File: src/rtl/nibble_tx_pkg.sv
// Shared definitions for the nibble sender: FSM state encoding, nibble
// width, default timing constants and a nibble-count helper.
package nibble_tx_pkg;

  typedef enum logic [2:0] {
    IDLE    = 3'd0,
    SEND    = 3'd1,
    RELEASE = 3'd2,
    GAP     = 3'd3,
    ERROR   = 3'd4
  } state_t;

  localparam int NIBBLE_W        = 4;
  localparam int DEF_ACK_TIMEOUT = 255;
  localparam int DEF_MAX_RETRY   = 3;
  localparam int DEF_GAP_CYCLES  = 2;

  // Number of nibbles carried by one word.
  function automatic int nibble_count(input int word_w);
    return word_w / NIBBLE_W;
  endfunction

endpackage

File: src/rtl/hs_timer.sv
// Saturating wait counter used for ack timeouts and inter-nibble gaps.
//   clk, reset : clock and asynchronous active-high reset
//   clr        : restart counting from zero (has priority over en)
//   en         : count one cycle
//   limit      : number of cycles to wait (0 means already expired)
//   expired    : the current cycle is the limit-th counted cycle
module hs_timer #(
  parameter int CNT_W = 16
) (
  input  logic             clk,
  input  logic             reset,
  input  logic             clr,
  input  logic             en,
  input  logic [CNT_W-1:0] limit,
  output logic             expired
);

  localparam logic [CNT_W-1:0] ONE = CNT_W'(1);

  logic [CNT_W-1:0] cnt;

  // cnt holds the number of cycles already completed, so the limit-th
  // cycle is the one where cnt == limit-1; the owner acts at its end.
  assign expired = (limit == '0) || (cnt >= limit - ONE);

  always_ff @(posedge clk or posedge reset) begin
    if (reset) begin
      cnt <= '0;
    end else if (clr) begin
      cnt <= '0;
    end else if (en && !expired) begin
      cnt <= cnt + ONE;
    end
  end

endmodule

File: src/rtl/nibble_sender.sv
// Sends each accepted word as WORD_W/4 nibbles, MSB nibble first, over a
// four-phase valid/ack handshake with ack timeout, bounded retry, sticky
// error flag and a completed-word counter.
//   clk, reset            : clock, asynchronous active-high reset
//   word_in, word_valid   : word from the acquisition side
//   word_ready            : sender idle and able to take a word
//   data_out, valid, ack  : nibble handshake to the receiver
//   busy                  : a word is in flight
//   word_done             : one-cycle pulse after the last nibble is released
//   err, clr_err          : sticky abort flag and its clear
//   words_sent            : wrapping count of completed words
module nibble_sender
  import nibble_tx_pkg::*;
#(
  parameter int WORD_W      = 16,
  parameter int ACK_TIMEOUT = DEF_ACK_TIMEOUT,
  parameter int MAX_RETRY   = DEF_MAX_RETRY,
  parameter int GAP_CYCLES  = DEF_GAP_CYCLES
) (
  input  logic                clk,
  input  logic                reset,
  input  logic [WORD_W-1:0]   word_in,
  input  logic                word_valid,
  output logic                word_ready,
  output logic [NIBBLE_W-1:0] data_out,
  output logic                valid,
  input  logic                ack,
  output logic                busy,
  output logic                word_done,
  output logic                err,
  input  logic                clr_err,
  output logic [15:0]         words_sent
);

  localparam int N       = nibble_count(WORD_W);
  localparam int IDX_W   = (N > 1) ? $clog2(N) : 1;
  localparam int RETRY_W = $clog2(MAX_RETRY + 2);

  localparam logic [15:0]        ACK_LIM   = 16'(ACK_TIMEOUT);
  localparam logic [15:0]        GAP_LIM   = 16'(GAP_CYCLES);
  localparam logic [IDX_W-1:0]   LAST_IDX  = IDX_W'(N - 1);
  localparam logic [IDX_W-1:0]   IDX_ONE   = IDX_W'(1);
  localparam logic [RETRY_W-1:0] RETRY_ONE = RETRY_W'(1);

  state_t              state;
  logic [WORD_W-1:0]   shreg;
  logic [WORD_W-1:0]   shreg_nxt;
  logic [IDX_W-1:0]    nib_idx;
  logic [RETRY_W-1:0]  retry_cnt;
  logic                retry_pend;
  logic                last_try;
  logic                tmr_clr;
  logic                tmr_en;
  logic                tmr_exp;
  logic [15:0]         tmr_limit;

  assign shreg_nxt = shreg << NIBBLE_W;

  // The timeout that fires now is the one that uses up the last retry.
  assign last_try = (32'(retry_cnt) + 32'd1) >= 32'(MAX_RETRY);

  // One timer serves both the ack waits and the gap; it is restarted on
  // every cycle that leaves its state so each state starts from zero.
  assign tmr_limit = (state == GAP) ? GAP_LIM : ACK_LIM;
  assign tmr_en    = (state == SEND) || (state == RELEASE) || (state == GAP);

  always_comb begin
    tmr_clr = 1'b1;
    case (state)
      SEND:    tmr_clr = ack || tmr_exp;
      RELEASE: tmr_clr = !ack || tmr_exp;
      GAP:     tmr_clr = tmr_exp;
      default: tmr_clr = 1'b1;
    endcase
  end

  hs_timer #(
    .CNT_W (16)
  ) u_timer (
    .clk     (clk),
    .reset   (reset),
    .clr     (tmr_clr),
    .en      (tmr_en),
    .limit   (tmr_limit),
    .expired (tmr_exp)
  );

  always_ff @(posedge clk or posedge reset) begin
    if (reset) begin
      state      <= IDLE;
      shreg      <= '0;
      nib_idx    <= '0;
      retry_cnt  <= '0;
      retry_pend <= 1'b0;
      word_ready <= 1'b1;
      data_out   <= '0;
      valid      <= 1'b0;
      busy       <= 1'b0;
      word_done  <= 1'b0;
      err        <= 1'b0;
      words_sent <= '0;
    end else begin
      word_done <= 1'b0;
      // A new error below overrides this clear in the same cycle.
      if (clr_err) err <= 1'b0;

      case (state)
        IDLE: begin
          if (word_valid) begin
            shreg      <= word_in;
            data_out   <= word_in[WORD_W-1 -: NIBBLE_W];
            nib_idx    <= LAST_IDX;
            retry_cnt  <= '0;
            retry_pend <= 1'b0;
            valid      <= 1'b1;
            busy       <= 1'b1;
            word_ready <= 1'b0;
            state      <= SEND;
          end
        end

        SEND: begin
          if (ack) begin
            valid <= 1'b0;
            state <= RELEASE;
          end else if (tmr_exp) begin
            valid <= 1'b0;
            if (last_try) begin
              err      <= 1'b1;
              data_out <= '0;
              shreg    <= '0;
              state    <= ERROR;
            end else begin
              retry_cnt  <= retry_cnt + RETRY_ONE;
              retry_pend <= 1'b1;
              state      <= GAP;
            end
          end
        end

        RELEASE: begin
          if (!ack) begin
            state <= GAP;
          end else if (tmr_exp) begin
            err      <= 1'b1;
            data_out <= '0;
            shreg    <= '0;
            state    <= ERROR;
          end
        end

        GAP: begin
          if (tmr_exp) begin
            if (retry_pend) begin
              // Resend the same nibble; data_out was never changed.
              retry_pend <= 1'b0;
              valid      <= 1'b1;
              state      <= SEND;
            end else if (nib_idx != '0) begin
              nib_idx   <= nib_idx - IDX_ONE;
              shreg     <= shreg_nxt;
              data_out  <= shreg_nxt[WORD_W-1 -: NIBBLE_W];
              retry_cnt <= '0;
              valid     <= 1'b1;
              state     <= SEND;
            end else begin
              word_done  <= 1'b1;
              words_sent <= words_sent + 16'd1;
              busy       <= 1'b0;
              word_ready <= 1'b1;
              state      <= IDLE;
            end
          end
        end

        ERROR: begin
          busy       <= 1'b0;
          word_ready <= 1'b1;
          state      <= IDLE;
        end

        default: begin
          state <= IDLE;
        end
      endcase
    end
  end

endmodule
File: config.mk
export PLATFORM = sky130hd
export DESIGN_NAME = nibble_sender
export DESIGN_NICKNAME = d
export VERILOG_FILES = /design/src/rtl/nibble_tx_pkg.sv /design/src/rtl/hs_timer.sv /design/src/rtl/nibble_sender.sv
export SDC_FILE = /design/constraint.sdc
export NUM_CORES = 1
export LEC_CHECK = 0
export BUFFER_PORTS_ARGS = -buffer_cell sky130_fd_sc_hd__buf_2
export CAP_MARGIN = 20
export CELL_PAD_IN_SITES_DETAIL_PLACEMENT = 0
export CELL_PAD_IN_SITES_GLOBAL_PLACEMENT = 1
export CORE_ASPECT_RATIO = 0.5
export CORE_MARGIN = 2
export CORE_UTILIZATION = 41
export CTS_CLUSTER_DIAMETER = 120
export CTS_CLUSTER_SIZE = 12
export DETAILED_ROUTE_END_ITERATION = 10
export GPL_TIMING_DRIVEN = 0
export PLACE_DENSITY = 0.84
export SYNTH_ARGS = -nofsm -noshare
export SYNTH_HDL_FRONTEND = slang
export SYNTH_SLANG_ARGS = --single-unit
export TNS_END_PERCENT = 10
File: constraint.sdc
create_clock -name clk -period 2.65 [get_ports clk]
set_clock_uncertainty 0.15 [all_clocks]
set_input_delay 0 -clock clk [delete_from_list [all_inputs] [get_ports clk]]
set_output_delay 0 -clock clk [all_outputs]
set_load 0.01 [all_outputs]
**Word-level counts from Yosys, hierarchy flattened**

Cells that the tools add are included.
Widths: inputs -> output; s select.

- Memories: 0
- Latch bits: 0
- Bits of input ports: 21
- Output and inout bits: 25
- Logic and storage cells: 143
- ROM bits: 0
- Flip-flop bits (word level): 62
- RAM bits: 0

- Multiply operators: 0
- $lt $le $gt $ge: 2
- Bitwise operators: 2
- Shift-type cells: 0
- Muxes and demuxes: 78
- Reduce and logical (&&, ||, !) cells: 24
- Add/sub/neg operators: 6
- Divide/modulo/power cells: 0
- Eq/ne operators: 18

Operators by type and width:

| kind | count |
|---|---|
| $mux 12 | 9 |
| $pmux 12 s4 | 1 |
| $mux 3 | 14 |
| $mux 4 | 9 |
| $add 16x1->16 const B | 2 |
| $mux 16 | 2 |
| $mux 1 | 28 |
| $ne 2x2->1 const B | 10 |
| $ge 16x16->1 | 1 |
| $logic_not 16->1 | 1 |
| $pmux 4 s4 | 1 |
| $pmux 1 s3 | 5 |
| $reduce_and 5->1 | 3 |
| $pmux 3 s4 | 1 |
| $reduce_and 10->1 | 1 |
| $pmux 3 s3 | 1 |
| $sub 8x1->9 const B | 1 |
| $mux 2 | 4 |
| $mux 8 | 1 |
| $reduce_and 4->1 | 2 |
| $reduce_and 8->1 | 1 |
| $eq 3x2->1 const B | 2 |
| $ne 3x3->1 const B | 2 |
| $reduce_and 6->1 | 1 |
| other kinds (18) | 27 |

**Logic depth before layout (Yosys ltp)**

- Depth after elaboration: 9
- Mapped depth: 12
- Gate-level depth less buffers: 10

**Modules after synthesis**

A second synthesis with hierarchy kept.

- Cells, all modules: 407
- Area, all modules: 3916.3 um^2

Modules (own cells, without submodules):

| module | area each (um^2) | seq. area each (um^2) | cells each | instances |
|---|---|---|---|---|
| nibble_sender | 2378.5 | 1152.4 | 228 | 1 |
| hs_timer | 1537.7 | 400.4 | 179 | 1 |

**Least setup slack after synthesis**

Ideal clock, no wire load.

- Kind: reg-to-reg
- Start: register state[2]
- End: register data_out[3]
- Setup time: 0.125 ns
- Clock period less this slack: 2.961 ns
- Required time: 2.375 ns
- Data arrival time: 2.686 ns
- Buffers on the path: 2
- Setup slack: -0.311 ns
- Stages on the path, launching flop included: 13
- Cell sequence: dfrtp_1 nand2b_1 or2_4 clkinv_2 buf_2 ha_1 a211oi_1 nand3_1 nor2_2 nand2_2 o2111ai_4 buf_6 mux2_4

- Cells in the longest elaborated chain, start to end: 7
- Elaborated cells between the ends (all ways): 21
- Those cells by class: 1 x add/sub; 1 x order compare; 12 x eq/ne; 2 x mux; 5 x reduce/logical

Ends and longest elaborated chain:

| element | line | source |
|---|---|---|
| from (decl) | nibble_sender.sv:45 | `state_t state;` |
| from (signal assigned) | nibble_sender.sv:90 | `state <= IDLE;` |
| from (signal assigned) | nibble_sender.sv:118 | `state <= SEND;` |
| from (signal assigned) | nibble_sender.sv:125 | `state <= RELEASE;` |
| $eq 3x2->1 | nibble_sender.sv:64, nibble_sender.sv:107 |  |
| $mux 8 | nibble_sender.sv:64 | `assign tmr_limit = (state == GAP) ? GAP_LIM : ACK_LIM;` |
| $sub 8x1->9 | hs_timer.sv:24 | `assign expired = (limit == '0) \|\| (cnt >= limit - ONE);` |
| $ge 16x16->1 | hs_timer.sv:24 |  |
| $logic_or 1x1->1 | hs_timer.sv:24 |  |
| $ne 2x2->1 (no source line) | - |  |
| $reduce_and 10->1 (no source line) | - |  |
| to (signal assigned) | nibble_sender.sv:111 | `data_out <= word_in[WORD_W-1 -: NIBBLE_W];` |
| to (signal assigned) | nibble_sender.sv:162 | `data_out <= shreg_nxt[WORD_W-1 -: NIBBLE_W];` |
| to (decl) | nibble_sender.sv:25 | `output logic [NIBBLE_W-1:0] data_out,` |

Parallel ways exist; a longest one is shown, timed or not.
A chain may end at the register's enable or synchronous reset.

**Final worst setup path**

- Start: register state[2]
- End: register shreg[7]

- Cells in the longest elaborated chain, start to end: 7
- Elaborated cells between the ends (all ways): 21
- Those cells by class: 1 x add/sub; 1 x order compare; 12 x eq/ne; 2 x mux; 5 x reduce/logical

Ends and longest elaborated chain:

| element | line | source |
|---|---|---|
| $eq 3x2->1 | nibble_sender.sv:64, nibble_sender.sv:107 |  |
| $mux 8 | nibble_sender.sv:64 |  |
| $sub 8x1->9 | hs_timer.sv:24 |  |
| $ge 16x16->1 | hs_timer.sv:24 |  |
| $logic_or 1x1->1 | hs_timer.sv:24 |  |
| $ne 2x2->1 (no source line) | - |  |
| $reduce_and 10->1 (no source line) | - |  |
| to (signal assigned) | nibble_sender.sv:110 | `shreg <= word_in;` |
| to (signal assigned) | nibble_sender.sv:161 | `shreg <= shreg_nxt;` |
| to (decl) | nibble_sender.sv:46 | `logic [WORD_W-1:0] shreg;` |

Parallel ways exist; a longest one is shown, timed or not.

==> key figures <==
Timing
  • Final Hold Fails: 0
  • Setup TNS: -0.0881 ns
  • Tmin final: about 2.7 ns
  • Final Setup Violations: 6
  • Final Max Slew Viols: 0
  • Final worst-path cycle share: 101%
  • Slew @ Worst Pin: ~0.55 ns
  • Unrepaired setup endpoints after global routing: yes
  • Worst hold margin: approximately 0.11 ns
  • Slew margin rel.: 63.4%
  • Max Freq: ~370 MHz
  • Final worst slack: -0.0250 ns

Layout
  • # diodes: 0
  • Final nets: approximately 420
  • Final instance area: around 4400 um^2
  • Share of cells above drive strength 1: about a third
  • Area Growth Syn to Fin: 38.6%
  • Fillers: ~600

Synthesis
  • Gate Count Post-Synth: 283
  • Ranking of synthesized cells by area: dfrtp_1 (48%), ha_1 (5.9%), a22o_1 (4.7%)
  • YS warnings: 0
  • Mapped Avg Cell Area: 11.2 um^2
  • Dominant cell type by area after synthesis: dfrtp_1
  • Post-synthesis cell type count: 55
  • Sequential area share after synthesis: 49.1%
  • Synth async-reset ratio: 100%
  • Post-synth top cells: dfrtp_1 (61), nor2_1 (19), a22o_1 (17)
  • Post-synth EDFFs: 0
  • Post-synth top flop: dfrtp_1
  • Post-Syn Area: between 3000 and 4000 um^2
  • Top cell type's share of synthesized area: between 40% and 50%
  • Post-synthesis sequential element count: 62
  • Most common cell in the synthesized netlist: dfrtp_1

Die
  • Initial Utilization: between 40% and 50%
  • Die footprint: roughly 8500 um^2
  • Overall die height: between 60 and 70 um
  • Core region area: roughly 7400 um^2
  • Row count: 22
  • Die X: 128 um
  • Top Ports: 46

GRT
  • First-pass GRT wire length: 12200 um
  • Vias in the first global route: between 2k and 3k
  • Grt ovf: 0
  • Total GRT Usage: 18.8%
  • Antenna violations before repair: 0
  • Largest net degree at the start of global routing: 40

Power and ir drop
  • Sw frac: slightly above 30%
  • Net switching power: 0.00118 W
  • Int Pwr: between 0.002 and 0.003 W
  • Leak pwr: between 2 and 2.5 nW
  • Sequential power share: 33.2%
  • Share of power burned in the clock network: a little under a third
  • Combinational power share: a little over a third
  • Tot Pwr: 0.00381 W
  • Pwr Density: 869 nW/um^2
  • Peak VDD IR: 386 uV

Routing
  • Remaining antenna violation count: 0
  • Wire length per cell: 15.8 um
  • Residual DRC count: 0
  • Starting DRT DRC Count: roughly 110
  • DRT Pass-1 Iters: 4
  • Via count: around 2.6k
  • Post-DR vias/cell: 5.32
  • Drt total wl: 7700 um

Clock tree
  • H-tree levels: 3
  • Clock sinks: a little over 60
  • Number of CTS-inserted buffers: 9
  • CTS clk-pin slew, worst paths: about 0.050 ns
  • CTS tree: yes
  • Clk buf depth: 2
  • Clk root buf: clkbuf_16
  • Clock Latency Late Sink: 0.33 ns

Worst setup path
  • CP max FO: 8
  • Crit path kind: reg -> reg
  • Critical Path End Type: flop
  • CP required: roughly 2.7 ns
  • Startpoint types: flop
  • Critical path arrival: approximately 2.7 ns

Run status
  • Outcome: finished with violations
  • Failing checks: setup timing

Placed design
  • Post-place instance area: about 3600 um^2
  • Detail Placement HPWL: just under 5000 um
  • Routability Congestion: 0.879
  • Port buffer count: 45

Hold path
  • Hold Crit Class: in -> async

Flow run
  • Max_cap viols: 0
per-layer routing:
metal / vias up / routed length [um] / global-route usage, %
met2: 62 / 3660 / 30.6
met5: - / 0 / 0
met3: 12 / 368 / 5.18
met4: 0 / 129 / 7.42
li1: 1239 / - / -
met1: 1280 / 3550 / 24.1
logic make-up after synthesis:
| family | count (synthesis) | synth area share [%] |
|---|---|---|
| flip-flops | 62 | 49.1 |
| AND/OR/NAND/NOR | 89 | 14.7 |
| other | 1 | 0.118 |
| buffers and inverters | 22 | 3.60 |
| AO/OA/AOI/OAI | 57 | 14.5 |
| XOR/XNOR | 22 | 6.09 |
| adder cells (fa/ha/maj) | 15 | 5.93 |
| multiplexers | 15 | 5.97 |
power by group through the flow:
stage	combinational, W	sequential [W]	clock [W]
3_3_place_gp	0.00108	0.00126	0
5_1_grt	0.00150	0.00128	0.00124
4_1_cts	0.00125	0.00126	0.00120
2_1_floorplan	0.000852	0.00127	0
3_5_place_dp	0.00113	0.00127	0
6_report	0.00138	0.00127	0.00117
path summary, 6_finish.rpt:
path	slack, ns	start	endpoint	cells after the start
min	0.11	reset	words_sent[1]	3
max	-0.03	state[2]	shreg[7]	11
min in group clk	0.22	clr_err	err	3
max reg2reg	-0.03	state[2]	shreg[7]	11
min reg2reg	0.31	words_sent[15]	words_sent[15]	1
max in group asynchronous	1.62	reset	state[1]	4
placed cells by master (no fill, tap or decap), types with 3 or more instances in the layout:
| cell type | count |
|---|---|
| mux2_4 | 12 |
| nand3_1 | 8 |
| a21oi_4 | 3 |
| ha_1 | 13 |
| and3_1 | 7 |
| o22ai_1 | 3 |
| buf_4 | 19 |
| dfrtp_1 | 60 |
| dlygate4sd3_1 | 20 |
| nand4_1 | 11 |
| o21ai_0 | 7 |
| nand2_1 | 15 |
| nor2_1 | 19 |
| a21oi_1 | 7 |
| inv_2 | 3 |
| clkbuf_1 | 4 |
| a22o_1 | 17 |
| conb_1 | 7 |
| and4_1 | 3 |
| xor2_1 | 7 |
| clkbuf_16 | 10 |
| buf_6 | 3 |
| nor3_1 | 7 |
| inv_1 | 7 |
| buf_2 | 46 |
| xnor2_1 | 15 |
state kept, by name, summed over array words and instances, names as in the netlist:
signal / flops
words_sent: 16
busy: 1
err: 1
nib_idx: 2
valid: 1
retry_pend: 1
word_ready: 1
state: 3
shreg: 12
retry_cnt: 3
u_timer.cnt: 16
word_done: 1
data_out: 4
through the flow:
step	setup WS (ns)	util, %	cells
2_1_floorplan	-0.144	-	289
3_5_place_dp	-0.430	48.7	431
6_report	-0.0250	59.2	487
3_3_place_gp	-0.391	48.4	430
5_1_grt	-0.128	59.2	487
4_1_cts	-0.00610	57.0	476
critical path, stage by stage (launching register included):
cell and delay [ns]:
dfrtp_1 0.37, nand2b_4 0.14, or2_4 0.29, clkinv_8 0.08, ha_4 0.19, nor2b_4 0.12
o211ai_1 0.17, a21o_1 0.22, nand2_4 0.08, o2111ai_4 0.23, buf_6 0.19, mux2_4 0.31
cell type report:
class                      instances  area [um^2]  area share (%)
clock buffer                      11          243            5.53
timing repair buffer              85          618            14.1
inverter                          11         53.8            1.23
sequential                        62         1550            35.4
clock inverter                     5         58.8            1.34
timing repair inverter             2         17.5           0.399
buffer                            10         80.1            1.83
multi-input combinational        205         1640            37.4
tap                               96          120            2.74
timing repair:
item / in CTS / in global routing
setup endpoints to repair: 51 / 40
cloned: 1 / 3
gates resized for setup: 9 / 19
buffers inserted: 9 / 8
endpoints found under the hold margin: 49 / 0
hold buffers: 20 / 0
pin swaps: 7 / 5
Power figures use the tool's default switching activity.
